**config.mk**
```make
export PLATFORM = sky130hd
export DESIGN_NAME = avalon_seg_writer
export DESIGN_NICKNAME = d
export VERILOG_FILES = /design/src/rtl/seg_writer_pkg.sv /design/src/rtl/bin_to_bcd_seq.sv /design/src/rtl/avalon_seg_writer.sv
export SDC_FILE = /design/constraint.sdc
export NUM_CORES = 1
export LEC_CHECK = 0
export ABC_AREA = 1
export BUFFER_PORTS_ARGS = -buffer_cell sky130_fd_sc_hd__buf_2
export CELL_PAD_IN_SITES_DETAIL_PLACEMENT = 2
export CELL_PAD_IN_SITES_GLOBAL_PLACEMENT = 2
export CORE_AREA = 2 2 132 134
export DETAILED_ROUTE_END_ITERATION = 7
export DIE_AREA = 0 0 134 136
export PLACE_DENSITY = 0.82
export SLEW_MARGIN = 20
export SYNTH_ARGS = -nofsm -noshare
export SYNTH_HDL_FRONTEND = slang
export SYNTH_SLANG_ARGS = --single-unit
```
**constraint.sdc**
```tcl
create_clock -name clk -period 1.4 [get_ports clk]
set_clock_uncertainty 0.15 [all_clocks]
set_input_delay 0.14 -clock clk [delete_from_list [all_inputs] [get_ports clk]]
set_output_delay 0.14 -clock clk [all_outputs]
set_load 0.005 [all_outputs]
```
**src/rtl/seg_writer_pkg.sv**
```systemverilog
// Shared types and constants for the 7-segment Avalon writer.
// Imported by the writer top and its BCD converter.
package seg_writer_pkg;

  typedef enum logic [1:0] {
    IDLE,
    CONVERT,
    WRITE,
    DONE
  } state_t;

  localparam int          NUM_DIGITS      = 6;
  localparam logic [23:0] MAX_DEC         = 24'd999999;
  localparam int          DD_CYCLES       = 24;
  localparam logic [7:0]  BLANK_CODE_DFLT = 8'h10;

endpackage

```
**src/rtl/bin_to_bcd_seq.sv**
```systemverilog
// Sequential double-dabble: 24-bit binary to 6 BCD digits.
// One shift per cycle; done is high during the final shift cycle.
module bin_to_bcd_seq
  import seg_writer_pkg::*;
(
  input  logic        clk,
  input  logic        rst,
  input  logic        start,
  input  logic [23:0] bin,
  output logic [23:0] bcd,
  output logic        done
);

  logic [23:0] sh;
  logic [23:0] bcd_q;
  logic [23:0] adj;
  logic [4:0]  cnt;
  logic        active;

  // add 3 to every nibble >= 5 ahead of the shift
  always_comb begin
    adj = bcd_q;
    for (int i = 0; i < 6; i++) begin
      if (bcd_q[4*i +: 4] >= 4'd5)
        adj[4*i +: 4] = bcd_q[4*i +: 4] + 4'd3;
    end
  end

  // load on start, then shift one bit per cycle
  always_ff @(posedge clk) begin
    if (rst) begin
      sh     <= '0;
      bcd_q  <= '0;
      cnt    <= '0;
      active <= 1'b0;
    end else if (start) begin
      sh     <= bin;
      bcd_q  <= '0;
      cnt    <= '0;
      active <= 1'b1;
    end else if (active) begin
      bcd_q <= {adj[22:0], sh[23]};
      sh    <= {sh[22:0], 1'b0};
      cnt   <= cnt + 5'd1;
      if (cnt == 5'(DD_CYCLES - 1))
        active <= 1'b0;
    end
  end

  assign bcd  = bcd_q;
  assign done = active && (cnt == 5'(DD_CYCLES - 1));

endmodule

```
**src/rtl/avalon_seg_writer.sv**
```systemverilog
// Avalon-MM master that writes a 24-bit value as six digit bytes.
// Decimal values go through a double-dabble; hex writes nibbles.
module avalon_seg_writer
  import seg_writer_pkg::*;
#(
  parameter int         NUM_DIGITS = seg_writer_pkg::NUM_DIGITS,
  parameter int         BLANK_LZ   = 1,
  parameter logic [7:0] BLANK_CODE = BLANK_CODE_DFLT
) (
  input  logic        clk,
  input  logic        rst,
  input  logic [23:0] value_i,
  input  logic        hex_mode_i,
  input  logic        start_valid_i,
  output logic        start_ready_o,
  output logic        busy_o,
  output logic        done_o,
  output logic        ovf_o,
  output logic [2:0]  avm_address_o,
  output logic        avm_write_o,
  output logic [7:0]  avm_writedata_o,
  input  logic        avm_waitrequest_i
);

  state_t          state;
  logic            hex_q;
  logic [23:0]     val_q;
  logic [23:0]     sat;
  logic [23:0]     bcd;
  logic            bcd_done;
  logic            accept;
  logic [23:0]     src;
  logic [NUM_DIGITS-1:0] keep;
  logic            acc;
  logic [3:0]      dig;

  assign accept = start_valid_i && start_ready_o;
  assign sat    = (value_i > MAX_DEC) ? MAX_DEC : value_i;

  bin_to_bcd_seq u_bcd (
    .clk   (clk),
    .rst   (rst),
    .start (accept && !hex_mode_i),
    .bin   (sat),
    .bcd   (bcd),
    .done  (bcd_done)
  );

  // digit k survives blanking if any digit at or above k is nonzero
  always_comb begin
    src  = hex_q ? val_q : bcd;
    acc  = 1'b0;
    keep = '0;
    for (int j = NUM_DIGITS - 1; j >= 0; j--) begin
      acc     = acc | (src[4*j +: 4] != 4'h0);
      keep[j] = acc || (j == 0);
    end
  end

  // writedata follows the registered address and held digits
  always_comb begin
    dig = src[4*avm_address_o +: 4];
    if (!avm_write_o)
      avm_writedata_o = 8'h00;
    else if ((BLANK_LZ != 0) && !keep[avm_address_o])
      avm_writedata_o = BLANK_CODE;
    else
      avm_writedata_o = {4'h0, dig};
  end

  // control FSM with registered handshake and bus outputs
  always_ff @(posedge clk) begin
    if (rst) begin
      state         <= IDLE;
      start_ready_o <= 1'b1;
      busy_o        <= 1'b0;
      done_o        <= 1'b0;
      ovf_o         <= 1'b0;
      avm_write_o   <= 1'b0;
      avm_address_o <= '0;
      hex_q         <= 1'b0;
      val_q         <= '0;
    end else begin
      unique case (state)
        IDLE: begin
          done_o <= 1'b0;
          if (accept) begin
            hex_q         <= hex_mode_i;
            val_q         <= value_i;
            start_ready_o <= 1'b0;
            busy_o        <= 1'b1;
            avm_address_o <= '0;
            if (hex_mode_i) begin
              ovf_o       <= 1'b0;
              avm_write_o <= 1'b1;
              state       <= WRITE;
            end else begin
              ovf_o <= (value_i > MAX_DEC);
              state <= CONVERT;
            end
          end
        end
        CONVERT: begin
          if (bcd_done) begin
            avm_write_o   <= 1'b1;
            avm_address_o <= '0;
            state         <= WRITE;
          end
        end
        WRITE: begin
          if (!avm_waitrequest_i) begin
            if (avm_address_o == 3'(NUM_DIGITS - 1)) begin
              avm_write_o   <= 1'b0;
              avm_address_o <= '0;
              busy_o        <= 1'b0;
              done_o        <= 1'b1;
              state         <= DONE;
            end else begin
              avm_address_o <= avm_address_o + 3'd1;
            end
          end
        end
        DONE: begin
          done_o        <= 1'b0;
          start_ready_o <= 1'b1;
          state         <= IDLE;
        end
        default: state <= IDLE;
      endcase
    end
  end

endmodule

```
==> metrics.yaml, run 1 <==
syn_inst: 728
cts_made_buffers: 9
antenna_found_initial: 2
yosysTopAreaCellShare_pct: 35.75
yosysTopAreaCell: "dfxtp_1"
io_buffers: 41
synth_cell_type_count: 37
num_rows: 48
synthMuxAreaShare_pct: 0
error_message: "[ERROR DPL-0033] detailed placement checks failed during check placement."
async_reset_ff_share_pct: 0
yosys_most_used_dff: "dfxtp_1"
clock-root-buffer: "clkbuf_16"
die_w_um: 134
synth_xor_area_share_pct: 1.933
dp_hpwl_um: 15960
routabilityCongestion: 0.9178
syn-cell-area_um2: 4984
synth_warnings: 0
synth-simple-area-share_pct: 23.60
worst_endpoint_kind: "primary output"
synth-edff-count: 0
synth_area_leaders: "dfxtp_1 (36%), nand2_1 (12%), a21oi_1 (8.3%), o21ai_0 (7.3%), inv_1 (6.4%)"
io_pins: 45
synth_top_family_by_area: "simple AND/OR/NAND/NOR gates"
worst_endpoint: "avm_writedata_o[4]"
clockBufferDepth: 2
ys_ff_latch: 89
status: "stopped before the end"
cts.sinks: 89
avgSynthCellArea_um2: 6.846
cts.htree.levels: 3
synth-adder-area-share_pct: 4.268
failed_stage: "global routing"
grt_max_degree: 23
die_h_um: 136
initial_core_util_pct: 29.53
synth_compound_area_share_pct: 22.55
ys_seq_area_share_pct: 35.75
cells in the mapped netlist, types with 4 or more instances:
library cell and number:
a21oi_1 83, a21oi_2 6, buf_2 12, buf_4 8
buf_6 8, clkbuf_1 7, dfxtp_1 89, ha_1 17
inv_1 85, inv_2 7, nand2_1 162, nand2_2 4
nand3_1 28, nand4_1 8, nor2_1 64, nor3_1 7
o21ai_0 73, o21ai_1 14, o221ai_1 7, xor2_1 11
repair_timing:
item,in CTS
hold buffers,16
gates resized for setup,289
buffers inserted,38
setup endpoints to repair,86
gates cloned,13
endpoints found under the hold margin,18
pin swaps,78
logic make-up after synthesis:
logic type      count (synthesis)
simple gates                  280
compound gates                201
buf+inv                       129
flops                          89
fa+ha+maj                      17
xor+xnor                       11
other cells                     1
per-stage QoR:
stage	cells	worst slack [ps]	utilization, %	cell area [µm²]
after CTS	1161	-753.2	48.35	8160
after detailed placement	1080	-437.7	37.05	6252
after global placement	1080	-372.1	37.05	6252
after floorplan	730	-41.10	-	5037
==> run 2: changes to the inputs <==
--- a/config.mk
+++ b/config.mk
@@ -7,12 +7,10 @@
 export LEC_CHECK = 0
 export ABC_AREA = 1
 export BUFFER_PORTS_ARGS = -buffer_cell sky130_fd_sc_hd__buf_2
-export CELL_PAD_IN_SITES_DETAIL_PLACEMENT = 2
-export CELL_PAD_IN_SITES_GLOBAL_PLACEMENT = 2
-export CORE_AREA = 2 2 132 134
+export CORE_AREA = 2 2 139 141
 export DETAILED_ROUTE_END_ITERATION = 7
-export DIE_AREA = 0 0 134 136
-export PLACE_DENSITY = 0.82
+export DIE_AREA = 0 0 141 143
+export PLACE_DENSITY_LB_ADDON = 0.15
 export SLEW_MARGIN = 20
 export SYNTH_ARGS = -nofsm -noshare
 export SYNTH_HDL_FRONTEND = slang
==> constraint.sdc (replaced) <==
create_clock -name clk -period 1.8 [get_ports clk]
set_clock_uncertainty 0.15 [all_clocks]
set_input_delay 0.18 -clock clk [delete_from_list [all_inputs] [get_ports clk]]
set_output_delay 0.18 -clock clk [all_outputs]
set_load 0.005 [all_outputs]
==> metrics.yaml, run 2 <==
status: "complete, but fails checks"
violations: "negative setup slack"
synth-edff-count: 0
synth_cell_type_count: 37
num_rows: 50
pre_cts_ws_ps: -21.82
peakVddDrop_uv: 500.2
hold_path_class: "in2reg"
dp_hpwl_um: 11030
crit_required_ps: 1470
yosysTopAreaCell: "dfxtp_1"
synthTopCellsByCount: "nand2_1 (162), dfxtp_1 (89), inv_1 (85)"
p_leak_uw: 0.002721
vias_per_cell: 4.731
cts_tree: "yes"
synth_warnings: 0
coreArea_um2: 18580
hold_depth: 3
ys_seq_area_share_pct: 35.75
whs_endpoint: "val_q[22]$_SDFFE_PP0P_"
setup_violations: 5
syn_inst: 728
whs_ps: 18.60
dr.pass1.iters: 4
finalHoldViolCount: 0
antenna_found_initial: 0
critPathSlowestCell: "dfxtp_4"
yosys_most_used_dff: "dfxtp_1"
worstPathArrival_ps: 1720
area_growth_pct: 22.19
drt_iter0_markers: 268
cts.htree.levels: 3
grt_pass1_vias: 4727
cp_top_family: "simple AND/OR/NAND/NOR gates"
finalCriticalPeriod_ps: 2045
slew_violations: 0
multi_input_area_um2: 2721
mostFrequentLayoutCell: "nand2_1"
io_pins: 45
rrSetupSlack_ps: 110
clock.fmax_ghz: 0.4890
crit-reg2reg-launch: "start_ready_o$_SDFFE_PP1P_"
worst-path-stages: 9
timing.setup.tns_ps: -804.3
grt_pass1_wl_um: 24450
wl_per_cell_um: 14.44
worstSetupPathType: "reg2out"
routed_wl_um: 14800
initial_core_util_pct: 26.82
fin_util_pct: 32.77
drc: 0
comb_power_share_pct: 35.7
cp_max_fo: 14
die-area_um2: 20160
reg2reg_to: "u_bcd.bcd[18]$_SDFFE_PP0P_"
diodes: 0
cts_made_buffers: 9
drive_gt1_share_pct: 17.57
fillers: 2017
synth_most_common_cell: "nand2_1"
vias: 4849
cts.sinks: 89
area.sequential_um2: 1793
dp_cells: 990
drv_cap: 0
grt_overflow_total: 0
rsz0062_at_grt: "true"
ant_nets: 0
insertion_delay_ps: 350
syn-cell-area_um2: 4984
worstSetupStartpointType: "register"
intPower_uw: 4365
avgSynthCellArea_um2: 6.846
clockBufferDepth: 2
ys_ff_latch: 89
synth_area_leaders: "dfxtp_1 (36%), nand2_1 (12%), a21oi_1 (8.3%), o21ai_0 (7.3%), inv_1 (6.4%)"
die_w_um: 141
path_clk_slew_ps: 60
crit_path_end_kind: "output port"
seqPwrFrac_pct: 36.2
p_sw_share_pct: 37.77
grt.total_usage_pct: 15.32
io_buffers: 41
worstPathCellList: "buf_8 > nand2_1 > o21ai_2 > nor2_1 > nand3_1 > nand2_1 > nand3_1 > a21oi_2 > buf_2"
max_stage_delay_ps: 380
switchingPower_uw: 2650
finalNonFillerCells: 1025
reg2reg_depth: 8
grt_max_degree: 43
postLayoutSetupSlackWorst_ps: -245.0
routabilityCongestion: 0.8465
async_reset_ff_share_pct: 0
timing.final.crit_share_pct: 113.6
yosysTopAreaCellShare_pct: 35.75
crit_buf_inv: 2
final_nets: 832
hp-start: "value_i[22]"
die_h_um: 143
startpoint: "hex_q$_SDFFE_PP0P_"
clkPwrFrac_pct: 28.0
mostFrequentLayoutCells: "nand2_1 (156), dfxtp_1 (84), inv_1 (83), a21oi_1 (80), o21ai_0 (68)"
clock-root-buffer: "clkbuf_16"
powerDensity_nw_per_um2: 1152
[run 2: cell counts after synthesis]
Identical to the previous run, type by type.
[run 2: tightest hold or removal path, stage by stage]
cell and delay, ps:
buf_2 80, o21ai_0 80, a21oi_1 130
[run 2: worst max path at each step]
stage	slack [ps]	end
after detailed placement	-20	avm_writedata_o[4]
final	-250	avm_writedata_o[4]
after global placement	-6	avm_writedata_o[4]
after global routing	-370	avm_writedata_o[4]
after floorplan	270	val_q[12]$_SDFFE_PP0P_
after CTS	-240	avm_writedata_o[4]
[run 2: cell families after synthesis]
family / count (synthesis) / synth area share (%)
DFF: 89 / 35.75
buffers and inverters: 129 / 11.83
and+or+nand+nor: 280 / 23.60
AOI/OAI and AO/OA: 201 / 22.55
other: 1 / 0.07525
xor gates and xnor gates: 11 / 1.933
adders and majority gates: 17 / 4.268
[run 2: repair_timing]
action,in CTS,in global routing
resized for setup,15,36
pin swaps,4,8
endpoints found under the hold margin,21,0
setup endpoints to repair,5,29
setup buffers,0,1
hold buffers,18,0
[run 2: area by class of cell]
class / count / share of cell area (%)
Multi-Input combinational cell: 512 / 44.69
Timing Repair Buffer: 82 / 10.23
Sequential cell: 89 / 29.44
Inverter: 92 / 5.835
Clock inverter: 5 / 1.007
Tap cell: 234 / 4.808
Clock buffer: 11 / 3.986
[run 2: power by group through the flow]
stage / sequential, µW / combinational (µW) / clock [µW]
2_1_floorplan: 2470 / 1690 / 0
3_3_place_gp: 2550 / 2330 / 0
3_5_place_dp: 2560 / 2340 / 0
4_1_cts: 2530 / 2420 / 2040
5_1_grt: 2590 / 2840 / 2130
6_report: 2540 / 2510 / 1970
[run 2: metal layers]
metal | vias to the layer above | GRT usage (%) | wire [µm]
met2 | 78 | 25.06 | 6894
met3 | 2 | 3.622 | 439
li1 | 2496 | - | -
met5 | - | 0 | 0
met4 | 0 | 3.000 | 59
met1 | 2273 | 20.73 | 7404
[run 2: through the flow]
| step | power [µW] | area [µm²] |
|---|---|---|
| floorplan | 4158 | 4991 |
| global placement | 4880 | 5460 |
| detailed placement | 4893 | 5460 |
| CTS | 6988 | 5982 |
| global route | 7561 | 6090 |
| finish | 7015 | 6090 |
Note: power is estimated with default switching activity, not from simulation.
==> run 3: changes to the inputs <==
--- a/config.mk
+++ b/config.mk
@@ -7,11 +7,12 @@
 export LEC_CHECK = 0
 export ABC_AREA = 1
 export BUFFER_PORTS_ARGS = -buffer_cell sky130_fd_sc_hd__buf_2
-export CORE_AREA = 2 2 139 141
+export CORE_AREA = 2 2 141 143
 export DETAILED_ROUTE_END_ITERATION = 7
-export DIE_AREA = 0 0 141 143
+export DIE_AREA = 0 0 143 145
 export PLACE_DENSITY_LB_ADDON = 0.15
 export SLEW_MARGIN = 20
 export SYNTH_ARGS = -nofsm -noshare
 export SYNTH_HDL_FRONTEND = slang
+export SYNTH_HIERARCHICAL = 1
 export SYNTH_SLANG_ARGS = --single-unit
==> metrics.yaml, run 3 <==
worstSetupStartpointType: "register"
ys_ff_latch: 89
grt.busiest_layer: "met2"
die_w_um: 143
synth_cell_type_count: 43
syn-cell-area_um2: 5110
grt_overflow_total: 0
vias: 4953
postLayoutSetupSlackWorst_ps: -338.8
initial_core_util_pct: 26.60
avgSynthCellArea_um2: 6.777
peakVddDrop_uv: 535.2
synthTopCellsByCount: "nand2_1 (181), inv_1 (103), dfxtp_1 (89)"
grt_pass1_vias: 4646
violations: "negative setup slack"
synth-simple-area-share_pct: 29.26
dp_hpwl_um: 10750
ant_nets: 0
final_nets: 883
grt.total_usage_pct: 14.61
area_growth_pct: 27.03
grt_use_met3_pct: 3.465
cp_max_fo: 12
diodes: 0
coreArea_um2: 19210
path_clk_slew_ps: 70
synth_compound_area_share_pct: 17.78
clock-root-buffer: "clkbuf_16"
die-area_um2: 20740
crit_path_end_kind: "output port"
grtUsageMet2_pct: 22.54
synth_area_leaders: "dfxtp_1 (35%), nand2_1 (13%), inv_1 (7.6%), nor2_1 (6.1%), a21oi_1 (5.7%)"
yosys_most_used_dff: "dfxtp_1"
finalHoldViolCount: 0
synth_most_common_cell: "nand2_1"
drc: 0
yosysTopAreaCellShare_pct: 34.87
mostFrequentLayoutCell: "nand2_1"
ys_seq_area_share_pct: 34.87
p_leak_uw: 0.002756
dr.pass1.iters: 5
drt_iter0_markers: 286
use_met1_pct: 20.47
cts_tree: "yes"
synth-adder-area-share_pct: 4.163
cts.htree.levels: 3
slew_violations: 0
wl_per_cell_um: 13.32
synth-edff-count: 0
io_buffers: 41
timing.final.crit_share_pct: 118.8
powerDensity_nw_per_um2: 1104
max-slew-margin-rel_pct: 65.16
finalCriticalPeriod_ps: 2139
synth_warnings: 6
synthMuxAreaShare_pct: 0
io_pins: 45
timing.setup.tns_ps: -1353
status: "complete, but fails checks"
worstPathArrival_ps: 1810
synth_xor_area_share_pct: 0.3428
routabilityCongestion: 0.8248
num_rows: 51
rsz0062_at_grt: "true"
mostFrequentLayoutCells: "nand2_1 (163), inv_1 (98), dfxtp_1 (85), nor2_1 (76), a21oi_1 (56)"
routed_wl_um: 14740
async_reset_ff_share_pct: 0
grt_max_degree: 36
hold_path_class: "in2reg"
setup_violations: 5
insertion_delay_ps: 360
drive_gt1_share_pct: 21.97
worst_pin_slew_ps: 521.9
whs_ps: 11.28
clock.fmax_ghz: 0.4676
die_h_um: 145
cts.sinks: 89
drv_cap: 0
synth_top_family_by_area: "simple AND/OR/NAND/NOR gates"
crit_required_ps: 1470
power_uw: 7166
antenna_found_initial: 0
yosysTopAreaCell: "dfxtp_1"
grt_pass1_wl_um: 24050
vias_per_cell: 4.474
clockBufferDepth: 2
worstSetupPathType: "reg2out"
syn_inst: 754
cts_made_buffers: 9
==> run 3: kinds of logic after synthesis <==
logic type / Yosys count
xor gates and xnor gates: 2
buffers and inverters: 146
and+or+nand+nor: 350
AOI/OAI and AO/OA: 149
adders and majority gates: 17
DFF: 89
other: 1
==> run 3: final timing paths <==
path,end,cells past startpoint,start,slack [ps]
max,avm_writedata_o[4],10,hex_q$_SDFFE_PP0P_,-340
min,val_q[2]$_SDFFE_PP0P_,3,value_i[2],10
max reg2reg,avm_write_o$_SDFFE_PP0P_,9,state[0]$_SDFFE_PP0P_,110
min reg2reg,val_q[4]$_SDFFE_PP0P_,2,val_q[4]$_SDFFE_PP0P_,310
==> run 3: cell type report <==
class | instances | area [µm²]
clock inverters | 5 | 38.79
clock buffers | 11 | 242.7
repair inverters | 1 | 11.26
well taps | 265 | 331.6
repair buffers | 102 | 795.8
inverters | 109 | 442.9
fillers | 2139 | 12720
multi-input cells | 525 | 2839
flip-flops and latches | 89 | 1789
==> run 3: where the power goes <==
part           total [µW]  internal (µW)  switching, µW
combinational        2780           1120           1660
clock                1850            985            866
sequential           2540           2320            219
total                7170           4420           2750
==> run 3: timing repair <==
action / 4_1_cts / 5_1_grt
cloned: 0 / 4
buffers inserted: 0 / 4
resized for setup: 14 / 50
endpoints found under the setup margin: 5 / 27
pin swaps: 1 / 22
hold endpoints to repair: 20 / 0
hold buffers: 17 / 0
==> run 3: per-stage QoR <==
stage	worst slack, ps	cells	cell area [µm²]	util (%)
floorplan	195.7	760	5132	-
detailed placement	27.97	1066	5733	29.85
CTS	-339.4	1099	6212	32.34
global placement	13.49	1066	5733	29.85
global route	-495.8	1107	6491	33.80
finish	-338.8	1107	6491	33.80
==> run 3: layer usage <==
layer	wire, µm	part of all wire (%)	vias up
met1	7530	51	2258
met2	6475	44	91
li1	-	-	2590
met3	542	3.7	14
met5	0	0	-
met4	193	1.3	0
==> run 3: critical path, stage by stage, from the launching register on <==
cell,delay [ps]
dfxtp_4,390
clkbuf_16,160
nand2_1,90
nand2_2,90
nand2_2,50
nor2_1,90
nand2_1,60
nor2_1,100
nand3_1,90
a21oi_2,170
buf_2,140
==> run 4: changes to the inputs <==
--- a/config.mk
+++ b/config.mk
@@ -7,9 +7,10 @@
 export LEC_CHECK = 0
 export ABC_AREA = 1
 export BUFFER_PORTS_ARGS = -buffer_cell sky130_fd_sc_hd__buf_2
-export CORE_AREA = 2 2 141 143
+export CAP_MARGIN = 25
+export CORE_AREA = 2 2 117 119
 export DETAILED_ROUTE_END_ITERATION = 7
-export DIE_AREA = 0 0 143 145
+export DIE_AREA = 0 0 119 121
 export PLACE_DENSITY_LB_ADDON = 0.15
 export SLEW_MARGIN = 20
 export SYNTH_ARGS = -nofsm -noshare
==> metrics.yaml, run 4 (synthesis results as in run 3) <==
status: "complete, but fails checks"
violations: "negative setup slack"
fin_util_pct: 47.20
drv_cap: 0
whs_ps: 4.412
p_leak_uw: 0.002694
grt_pass1_wl_um: 21990
mostFrequentLayoutCells: "nand2_1 (176), inv_1 (102), dfxtp_1 (87), nor2_1 (78), a21oi_1 (56)"
postLayoutSetupSlackWorst_ps: -325.2
max-slew-margin-rel_pct: 52.07
num_rows: 42
slew_violations: 0
worstPathArrival_ps: 1800
diodes: 0
grt_max_degree: 36
cts_tree: "yes"
crit_path_end_kind: "output port"
power_uw: 7163
clockBufferDepth: 2
placed_area_um2: 5529
vias: 4898
die_w_um: 119
antenna_found_initial: 0
clock-root-buffer: "clkbuf_16"
wl_per_cell_um: 13.59
routed_wl_um: 13610
area_growth_pct: 20.86
pre_cts_ws_ps: 3.811
dr.pass1.iters: 5
worstSetupStartpointType: "register"
drt_iter0_markers: 249
cts.htree.levels: 3
cp_top_family: "buffers and inverters"
coreArea_um2: 13090
initial_core_util_pct: 39.05
grt.total_usage_pct: 19.06
clock.fmax_ghz: 0.4705
powerDensity_nw_per_um2: 1160
cts.sinks: 89
grt_pass1_vias: 4500
insertion_delay_ps: 360
io_pins: 45
rsz0062_at_grt: "true"
finalCriticalPeriod_ps: 2125
critPathSlowestCell: "dfxtp_2"
grt_overflow_total: 0
worst_pin_slew_ps: 718.2
drive_gt1_share_pct: 16.85
hold_path_class: "in2reg"
crit_top_cell: "nand2_1"
drc: 0
dp_hpwl_um: 9743
finalHoldViolCount: 0
max_stage_delay_ps: 340
cts_made_buffers: 9
die_h_um: 121
cp_max_fo: 13
routabilityCongestion: 0.8732
path_clk_slew_ps: 60
crit_required_ps: 1470
timing.final.crit_share_pct: 118.1
crit_buf_inv: 2
mostFrequentLayoutCell: "nand2_1"
peakVddDrop_uv: 453.2
worstSetupPathType: "reg2out"
ant_nets: 0
die-area_um2: 14400
worstPathCellList: "bufbuf_16 > nand2_1 > nand2_1 > a21oi_2 > nand3_1 > nand2_1 > nand3_1 > a21oi_2 > buf_2"
design_area_um2: 6176
vias_per_cell: 4.893
setup_violations: 5
io_buffers: 41
final_nets: 866
run 4: changes by cell type in the layout (fill, tap and decap cells not counted), sizes merged:
cell,change
buf,-17
bufbuf,+1
bufinv,+2
clkbuf,-2
clkinv,-3
inv,+1
nand2,+1
run 4: cell type report:
cell class	instances	area (µm²)
Timing Repair inverter	1	8.758
Multi-Input combinational cell	526	2744
Sequential cell	89	1784
Fill cell	1335	6909
Timing Repair Buffer	84	658.1
Clock inverter	5	85.08
Clock buffer	11	242.7
Inverter	109	432.9
Tap cell	176	220.2
run 4: per-layer routing:
metal  global-route usage, %  share of wire [%]  up-vias
met5                       0                  0        -
met2                   31.07                 47       82
li1                        -                  -     2560
met4                   5.804                1.2        0
met3                   3.430                3.3       15
met1                   25.73                 49     2241
run 4: path summary, 6_finish.rpt:
check,slack [ps],to,startpoint,cells past startpoint
setup / recovery,-330,avm_writedata_o[4],hex_q$_SDFFE_PP0P_,9
hold / removal,4,val_q[19]$_SDFFE_PP0P_,value_i[19],3
setup reg to reg,90,avm_address_o[1]$_SDFFE_PP0P_,state[1]$_SDFFE_PP0P_,9
hold reg to reg,300,done_o$_SDFFE_PP0P_,done_o$_SDFFE_PP0P_,2
run 4: repair_timing:
item                                    in CTS  in global routing
hold endpoints to repair                    17                  0
hold buffers                                17                  0
cloned                                       2                  1
buffers inserted                             2                  0
pin swaps                                    3                  6
endpoints found under the setup margin       5                 28
resized for setup                           18                  9
run 4: power by group:
| part | leakage (µW) | total (µW) | switching, µW | internal, µW |
|---|---|---|---|---|
| Sequential | 0.000732 | 2530 | 215 | 2310 |
| Clock | 0.000157 | 2110 | 841 | 1270 |
| Combinational | 0.00181 | 2530 | 1530 | 997 |
run 4: through the flow:
stage / cells / TNS [ps]
detailed placement: 963 / 0
finish: 1001 / -1135
floorplan: 760 / 0
global route: 1001 / -1677
global placement: 963 / 0
CTS: 1000 / -1178
run 4: worst register-to-register path, stage by stage (launching register included):
cell and delay (ps):
dfxtp_1 370, inv_1 80, ha_2 210, nand2_1 120
nand2_1 60, inv_1 100, nand3_2 140, a21oi_2 160
o21a_1 170, nor2_1 50
